<file path="src/rtl/timer1_pkg.sv">
// Shared constants for the Timer/Counter1 bus controller: I/O addresses,
// flag/mask bit positions and the CS1 clock-select encoding.
package timer1_pkg;

    localparam logic [5:0] ADDR_OCR1AL = 6'h2A;
    localparam logic [5:0] ADDR_OCR1AH = 6'h2B;
    localparam logic [5:0] ADDR_TCNT1L = 6'h2C;
    localparam logic [5:0] ADDR_TCNT1H = 6'h2D;
    localparam logic [5:0] ADDR_TCCR1B = 6'h2E;
    localparam logic [5:0] ADDR_TIFR   = 6'h38;
    localparam logic [5:0] ADDR_TIMSK  = 6'h39;

    localparam int TOV1_BIT   = 2;
    localparam int OCF1A_BIT  = 4;
    localparam int TOIE1_BIT  = 2;
    localparam int OCIE1A_BIT = 4;

    localparam logic [2:0] CS_STOP     = 3'd0;
    localparam logic [2:0] CS_DIV1     = 3'd1;
    localparam logic [2:0] CS_DIV8     = 3'd2;
    localparam logic [2:0] CS_DIV64    = 3'd3;
    localparam logic [2:0] CS_DIV256   = 3'd4;
    localparam logic [2:0] CS_DIV1024  = 3'd5;
    localparam logic [2:0] CS_EXT_FALL = 3'd6;
    localparam logic [2:0] CS_EXT_RISE = 3'd7;

    // Place the overflow-class and compare-class bits into a TIFR/TIMSK-shaped byte.
    function automatic logic [7:0] pack_flags(input logic ovf_bit, input logic cmp_bit);
        logic [7:0] r;
        r            = 8'h00;
        r[TOV1_BIT]  = ovf_bit;
        r[OCF1A_BIT] = cmp_bit;
        return r;
    endfunction

endpackage

</file>
<file path="src/rtl/timer1_prescaler.sv">
// Free-running prescaler, T1 pin synchronizer/edge detect and count-tick select.
module timer1_prescaler
    import timer1_pkg::*;
#(
    parameter int PRESC_WIDTH = 10,
    parameter int SYNC_STAGES = 2
) (
    input  logic       sysClock,
    input  logic       reset,
    input  logic [2:0] cs,
    input  logic       t1_pin,
    output logic       tick
);

    logic [PRESC_WIDTH-1:0] presc_cnt;
    logic [SYNC_STAGES-1:0] t1_sync;
    logic                   t1_last;
    logic                   t1_rise;
    logic                   t1_fall;
    logic                   tick_next;

    assign t1_rise = t1_sync[SYNC_STAGES-1] & ~t1_last;
    assign t1_fall = ~t1_sync[SYNC_STAGES-1] & t1_last;

    // Choose the tick source for the current clock select.
    always_comb begin
        tick_next = 1'b0;
        case (cs)
            CS_STOP:     tick_next = 1'b0;
            CS_DIV1:     tick_next = 1'b1;
            CS_DIV8:     tick_next = &presc_cnt[2:0];
            CS_DIV64:    tick_next = &presc_cnt[5:0];
            CS_DIV256:   tick_next = &presc_cnt[7:0];
            CS_DIV1024:  tick_next = &presc_cnt[9:0];
            CS_EXT_FALL: tick_next = t1_fall;
            CS_EXT_RISE: tick_next = t1_rise;
        endcase
    end

    // Prescaler counts every cycle; the pin passes through the synchronizer, then the edge flop; tick is registered.
    always_ff @(posedge sysClock) begin
        if (!reset) begin
            presc_cnt <= '0;
            t1_sync   <= '0;
            t1_last   <= 1'b0;
            tick      <= 1'b0;
        end else begin
            presc_cnt <= presc_cnt + PRESC_WIDTH'(1);
            t1_sync   <= {t1_sync[SYNC_STAGES-2:0], t1_pin};
            t1_last   <= t1_sync[SYNC_STAGES-1];
            tick      <= tick_next;
        end
    end

endmodule

</file>
<file path="src/rtl/timer1_access_controller.sv">
// CPU-side register block for Timer/Counter1: address decode, shared TEMP
// byte for atomic 16-bit access, TIFR flags and interrupt requests.
module timer1_access_controller
    import timer1_pkg::*;
#(
    parameter int PRESC_WIDTH = 10,
    parameter int SYNC_STAGES = 2
) (
    input  logic        sysClock,
    input  logic        reset,
    input  logic [5:0]  io_addr,
    input  logic [7:0]  io_wdata,
    input  logic        io_we,
    input  logic        io_re,
    output logic [7:0]  io_rdata,
    input  logic        t1_pin,
    input  logic [15:0] tcnt_value,
    input  logic        tov_event,
    input  logic        ocf_event,
    input  logic        irq_ovf_ack,
    input  logic        irq_cmp_ack,
    output logic        count_tick,
    output logic        tcnt_load_en,
    output logic [15:0] tcnt_load_value,
    output logic [15:0] ocr1a,
    output logic [7:0]  tifr,
    output logic        irq_ovf,
    output logic        irq_cmp
);

    logic [7:0] temp;
    logic [2:0] cs;
    logic       tov1;
    logic       ocf1a;
    logic       toie1;
    logic       ocie1a;
    logic       tick_raw;
    logic [7:0] rd_mux;

    logic we_tcnt_l, we_tcnt_h, we_ocr_l, we_ocr_h, we_tccr, we_tifr, we_timsk;
    logic re_tcnt_l;
    logic tov_clr, ocf_clr;

    assign we_tcnt_l = io_we && (io_addr == ADDR_TCNT1L);
    assign we_tcnt_h = io_we && (io_addr == ADDR_TCNT1H);
    assign we_ocr_l  = io_we && (io_addr == ADDR_OCR1AL);
    assign we_ocr_h  = io_we && (io_addr == ADDR_OCR1AH);
    assign we_tccr   = io_we && (io_addr == ADDR_TCCR1B);
    assign we_tifr   = io_we && (io_addr == ADDR_TIFR);
    assign we_timsk  = io_we && (io_addr == ADDR_TIMSK);
    assign re_tcnt_l = io_re && (io_addr == ADDR_TCNT1L);

    assign tov_clr = (we_tifr && io_wdata[TOV1_BIT]) || irq_ovf_ack;
    assign ocf_clr = (we_tifr && io_wdata[OCF1A_BIT]) || irq_cmp_ack;

    assign tifr       = pack_flags(tov1, ocf1a);
    assign irq_ovf    = tov1 & toie1;
    assign irq_cmp    = ocf1a & ocie1a;
    // The datapath must not count in the same cycle it is being preloaded.
    assign count_tick = tick_raw & ~tcnt_load_en;

    timer1_prescaler #(
        .PRESC_WIDTH (PRESC_WIDTH),
        .SYNC_STAGES (SYNC_STAGES)
    ) u_prescaler (
        .sysClock (sysClock),
        .reset    (reset),
        .cs       (cs),
        .t1_pin   (t1_pin),
        .tick     (tick_raw)
    );

    // Read mux works on current (pre-write) register state.
    always_comb begin
        rd_mux = 8'h00;
        case (io_addr)
            ADDR_TCNT1L: rd_mux = tcnt_value[7:0];
            ADDR_TCNT1H: rd_mux = temp;
            ADDR_OCR1AL: rd_mux = ocr1a[7:0];
            ADDR_OCR1AH: rd_mux = ocr1a[15:8];
            ADDR_TCCR1B: rd_mux = {5'b00000, cs};
            ADDR_TIFR:   rd_mux = tifr;
            ADDR_TIMSK:  rd_mux = pack_flags(toie1, ocie1a);
            default:     rd_mux = 8'h00;
        endcase
    end

    // TEMP, 16-bit register writes, preload strobe and clock select.
    always_ff @(posedge sysClock) begin
        if (!reset) begin
            temp            <= 8'h00;
            ocr1a           <= 16'h0000;
            cs              <= CS_STOP;
            tcnt_load_en    <= 1'b0;
            tcnt_load_value <= 16'h0000;
        end else begin
            tcnt_load_en <= we_tcnt_l;
            if (we_tcnt_l) tcnt_load_value <= {temp, io_wdata};
            if (we_ocr_l) ocr1a <= {temp, io_wdata};
            if (we_tccr) cs <= io_wdata[2:0];
            // A low-byte read latches the high byte after any TEMP use above.
            if (re_tcnt_l) temp <= tcnt_value[15:8];
            else if (we_tcnt_h || we_ocr_h) temp <= io_wdata;
        end
    end

    // Flags (set wins over clear), interrupt masks and registered read data.
    always_ff @(posedge sysClock) begin
        if (!reset) begin
            tov1     <= 1'b0;
            ocf1a    <= 1'b0;
            toie1    <= 1'b0;
            ocie1a   <= 1'b0;
            io_rdata <= 8'h00;
        end else begin
            tov1  <= tov_event | (tov1 & ~tov_clr);
            ocf1a <= ocf_event | (ocf1a & ~ocf_clr);
            if (we_timsk) begin
                toie1  <= io_wdata[TOIE1_BIT];
                ocie1a <= io_wdata[OCIE1A_BIT];
            end
            if (io_re) io_rdata <= rd_mux;
        end
    end

endmodule

</file>
<file path="config.mk">
export PLATFORM = sky130hd
export DESIGN_NAME = timer1_access_controller
export DESIGN_NICKNAME = d
export VERILOG_FILES = /design/src/rtl/timer1_pkg.sv /design/src/rtl/timer1_prescaler.sv /design/src/rtl/timer1_access_controller.sv
export SDC_FILE = /design/constraint.sdc
export NUM_CORES = 1
export LEC_CHECK = 0
export BUFFER_PORTS_ARGS = -buffer_cell sky130_fd_sc_hd__buf_2
export CAP_MARGIN = 15
export CORE_ASPECT_RATIO = 0.75
export CORE_MARGIN = 4
export CORE_UTILIZATION = 45
export CTS_CLUSTER_DIAMETER = 50
export CTS_CLUSTER_SIZE = 25
export DETAILED_ROUTE_END_ITERATION = 7
export PLACE_DENSITY = 0.71
export SLEW_MARGIN = 10
export SYNTH_ARGS = -nofsm -noshare
export SYNTH_HDL_FRONTEND = slang
export SYNTH_SLANG_ARGS = --single-unit
</file>
<file path="constraint.sdc">
create_clock -name sysClock -period 4.47 [get_ports sysClock]
set_input_delay 0.2235 -clock sysClock [delete_from_list [all_inputs] [get_ports sysClock]]
set_output_delay 0.2235 -clock sysClock [all_outputs]
set_load 0.005 [all_outputs]
</file>
==> reports/metrics.yaml <==
drt:
  num_vias: 2561
  finalWirelength_microns: 7640
  vias_per_cell: 5.08
  ant_nets: 0
  wl_per_cell_microns: 15.2
  drc: 0
  drtIter0Drc: 115
  firstDrtPassIters: 4
power:
  swShare_pct: 22.8
  seq_power_share_pct: 52.6
  p_clk_share_pct: 40.9
  power.total_mw: 1.21
  power_density_nw_per_um2: 314
  switchingPower_mw: 0.275
  static-leakage-power_nw: 1.56
  p_int_mw: 0.932
  ir_drop_mv: 0.132
  p_comb_share_pct: 6.5
clock_network:
  clock_sinks: 70
  clkLatencyLatePin_ns: 0.34
  htreeDepth: 3
  ctsLongestPathBuffers: 2
  cts_root_buffer: "clkbuf_8"
  cts_hold_buf: 0
  cts_buffers: 9
  post-cts-setup-buffers: 0
  cts_resized: 0
  clk_pin_slew_ns: 0.07
  cts_tree: "yes"
timing:
  setup_violations: 0
  worst_pin_slew_ns: 0.951
  period_share_pct: 39.7
  rsz0062_at_grt: "no"
  finalHoldViolCount: 0
  max_slew_margin_pct: 36.0
  min_period_ns: 1.77
  max_freq_mhz: 563
  fin_worst_skew_ns: 0.00457
  worst_slack_ns: 2.70
  tns_ns: 0
  slew_viol_final: 0
grt:
  grt_max_degree: 60
  met2_usage_pct: 28.2
  grt_pass1_wl_microns: 12800
  grt_busiest_layer: "met2"
  grt_pass1_vias: 2504
  use_met1_pct: 25.9
  grt_overflow: 0
  grt_use_total_pct: 18.7
  met3_usage_pct: 6.35
  antenna_found_initial: 0
worst_setup_path:
  arrival_ns: 2.06
  startpoint: "reset"
  cp.buffers_inverters: 1
  worstSetupPathType: "in -> reg"
  rrSetupSlack_ns: 3.12
  endpoint_kind: "register"
  cp_max_fo: 59
  r2r_start: "u_prescaler.presc_cnt[0]"
  worstPathCellList: "buf_2, o41ai_2, nor3_1, a221o_1"
  cpMaxStageDelayCell: "nor3_1"
  cp.required_ns: 4.76
  worst_setup_path_start_kind: "input port"
  slowest_delay_ns: 0.74
  cpLargestDelayFamily: "simple AND/OR/NAND/NOR gates"
place:
  hpwl_microns: 5660
  place_inst: 489
  port_buffers: 84
  place_ws_ns: 2.30
  gp_congestion: 0.836
floorplan:
  die_h_microns: 81.2
  dieArea_sq_um: 8570
  rows: 26
  initial_core_util_pct: 46.8
  coreArea_sq_um: 6860
  die_w_microns: 106
  ioPinCount: 91
yosys:
  yosys.area.top_type: "dfxtp_1"
  synth-edff-count: 0
  async_reset_ff_share_pct: 0
  synth_area_leaders: "dfxtp_1 44%, mux2i_1 15%, nor2b_1 8.4%"
  avgSynthCellArea_sq_um: 9.91
  ys_seq_area_share_pct: 43.6
  ys_types: 43
  ys_warn_count: 0
  ys_ff_latch: 70
  synth_ff_type: "dfxtp_1"
  yosys-top-cells-count: "70 x dfxtp_1, 47 x mux2i_1, 43 x nor2b_1, 21 x and2_1, 17 x nand2_1"
  syn_inst: 324
  synth.most_common_cell: "dfxtp_1"
  synth_top_area_share_pct: 43.6
  syn_area_sq_um: 3210
cells_and_area:
  diodes: 0
  drive_gt1_share_pct: 26.4
  fin_nets: 443
  area_growth_pct: 19.5
  instances_no_fill: 504
job:
  cap_violations: 0
worst_hold_path:
  min-delay-start: "t1_pin"
  min_path_type: "in -> reg"
status:
  status: "finished, final reports clean"
## layer usage
layer  wire [microns]  vias up
met1             3740     1180
met4               60        0
met3              545        8
li1                 -     1292
met2             3290       81
met5                0        -
## worst reg2reg max path, cell delays in order (launching register included)
cell and delay (ns):
dfxtp_1 0.33, ha_1 0.25, ha_1 0.21, a211o_1 0.29, o31ai_1 0.07, nor3_1 0.10
## layout make-up
cell class	instances	area [sq um]
Clock buffer	11	141
Multi-Input combinational cell	230	1670
Inverter	5	18.8
Tap cell	98	123
Clock inverter	4	47.5
Fill cell	648	3030
Sequential cell	70	1400
Timing Repair Buffer	86	435
## cells by family (layout without fill, tap and decap cells)
logic type      after synthesis  after routing  share of synthesized area, %
mux                          48             48                          15.0
xor+xnor                      6              6                          1.64
compound gates               45             45                          11.0
other cells                   1              6                         0.117
fa+ha+maj                     2              2                         0.779
simple gates                123            123                          22.8
buf+inv                      29            106                          5.10
flops                        70             70                          43.6
## sequential cells by signal, summed over array words and instances (netlist names)
signal,flops
ocr1a,16
cs,3
u_prescaler.tick,1
u_prescaler.presc_cnt,10
tcnt_load_en,1
temp,8
u_prescaler.t1_last,1
toie1,1
ocf1a,1
u_prescaler.t1_sync,2
ocie1a,1
tov1,1
io_rdata,8
tcnt_load_value,16
## final timing paths
kind         cells past startpoint                endpoint
min reg2reg                      1  u_prescaler.t1_sync[1]
min                              2  u_prescaler.t1_sync[0]
max                              4                 temp[6]
max reg2reg                      5        u_prescaler.tick
## cells in the final DEF, fill, tap and decap left out, types with 3 or more instances in the layout
| cell type | Yosys | final |
|---|---|---|
| nand4_1 | 3 | 3 |
| mux2i_1 | 47 | 47 |
| inv_1 | 5 | 5 |
| a221oi_1 | 6 | 6 |
| clkbuf_8 | 0 | 10 |
| and2_1 | 21 | 21 |
| a21boi_0 | 4 | 4 |
| conb_1 | 1 | 6 |
| nand2b_1 | 5 | 5 |
| nand3_1 | 6 | 6 |
| a221o_1 | 9 | 9 |
| nor2b_1 | 43 | 43 |
| nor3_1 | 15 | 14 |
| nor2_1 | 4 | 4 |
| o21ai_0 | 10 | 10 |
| buf_2 | 2 | 84 |
| or3_1 | 3 | 3 |
| dfxtp_1 | 70 | 70 |
| xor2_1 | 4 | 4 |
| nand2_1 | 17 | 17 |
## power by group through the flow
| stage | clock (mW) | combinational (mW) | sequential (mW) |
|---|---|---|---|
| 2_1_floorplan | 0 | 0.0509 | 0.648 |
| 3_3_place_gp | 0 | 0.0777 | 0.649 |
| 3_5_place_dp | 0 | 0.0782 | 0.649 |
| 4_1_cts | 0.506 | 0.0784 | 0.635 |
| 5_1_grt | 0.530 | 0.0864 | 0.635 |
| 6_report | 0.494 | 0.0779 | 0.635 |
## through the flow
stage                     hold slack (ns)  utilization [%]  cell area, sq um
after CTS                          0.0749             55.9              3840
after detailed placement            0.420             53.2              3650
final                              0.0921             55.9              3840
after global placement              0.416             53.2              3650
after global routing               0.0893             55.9              3840
after floorplan                     0.324                -              3230
Power figures use the tool's default switching activity.
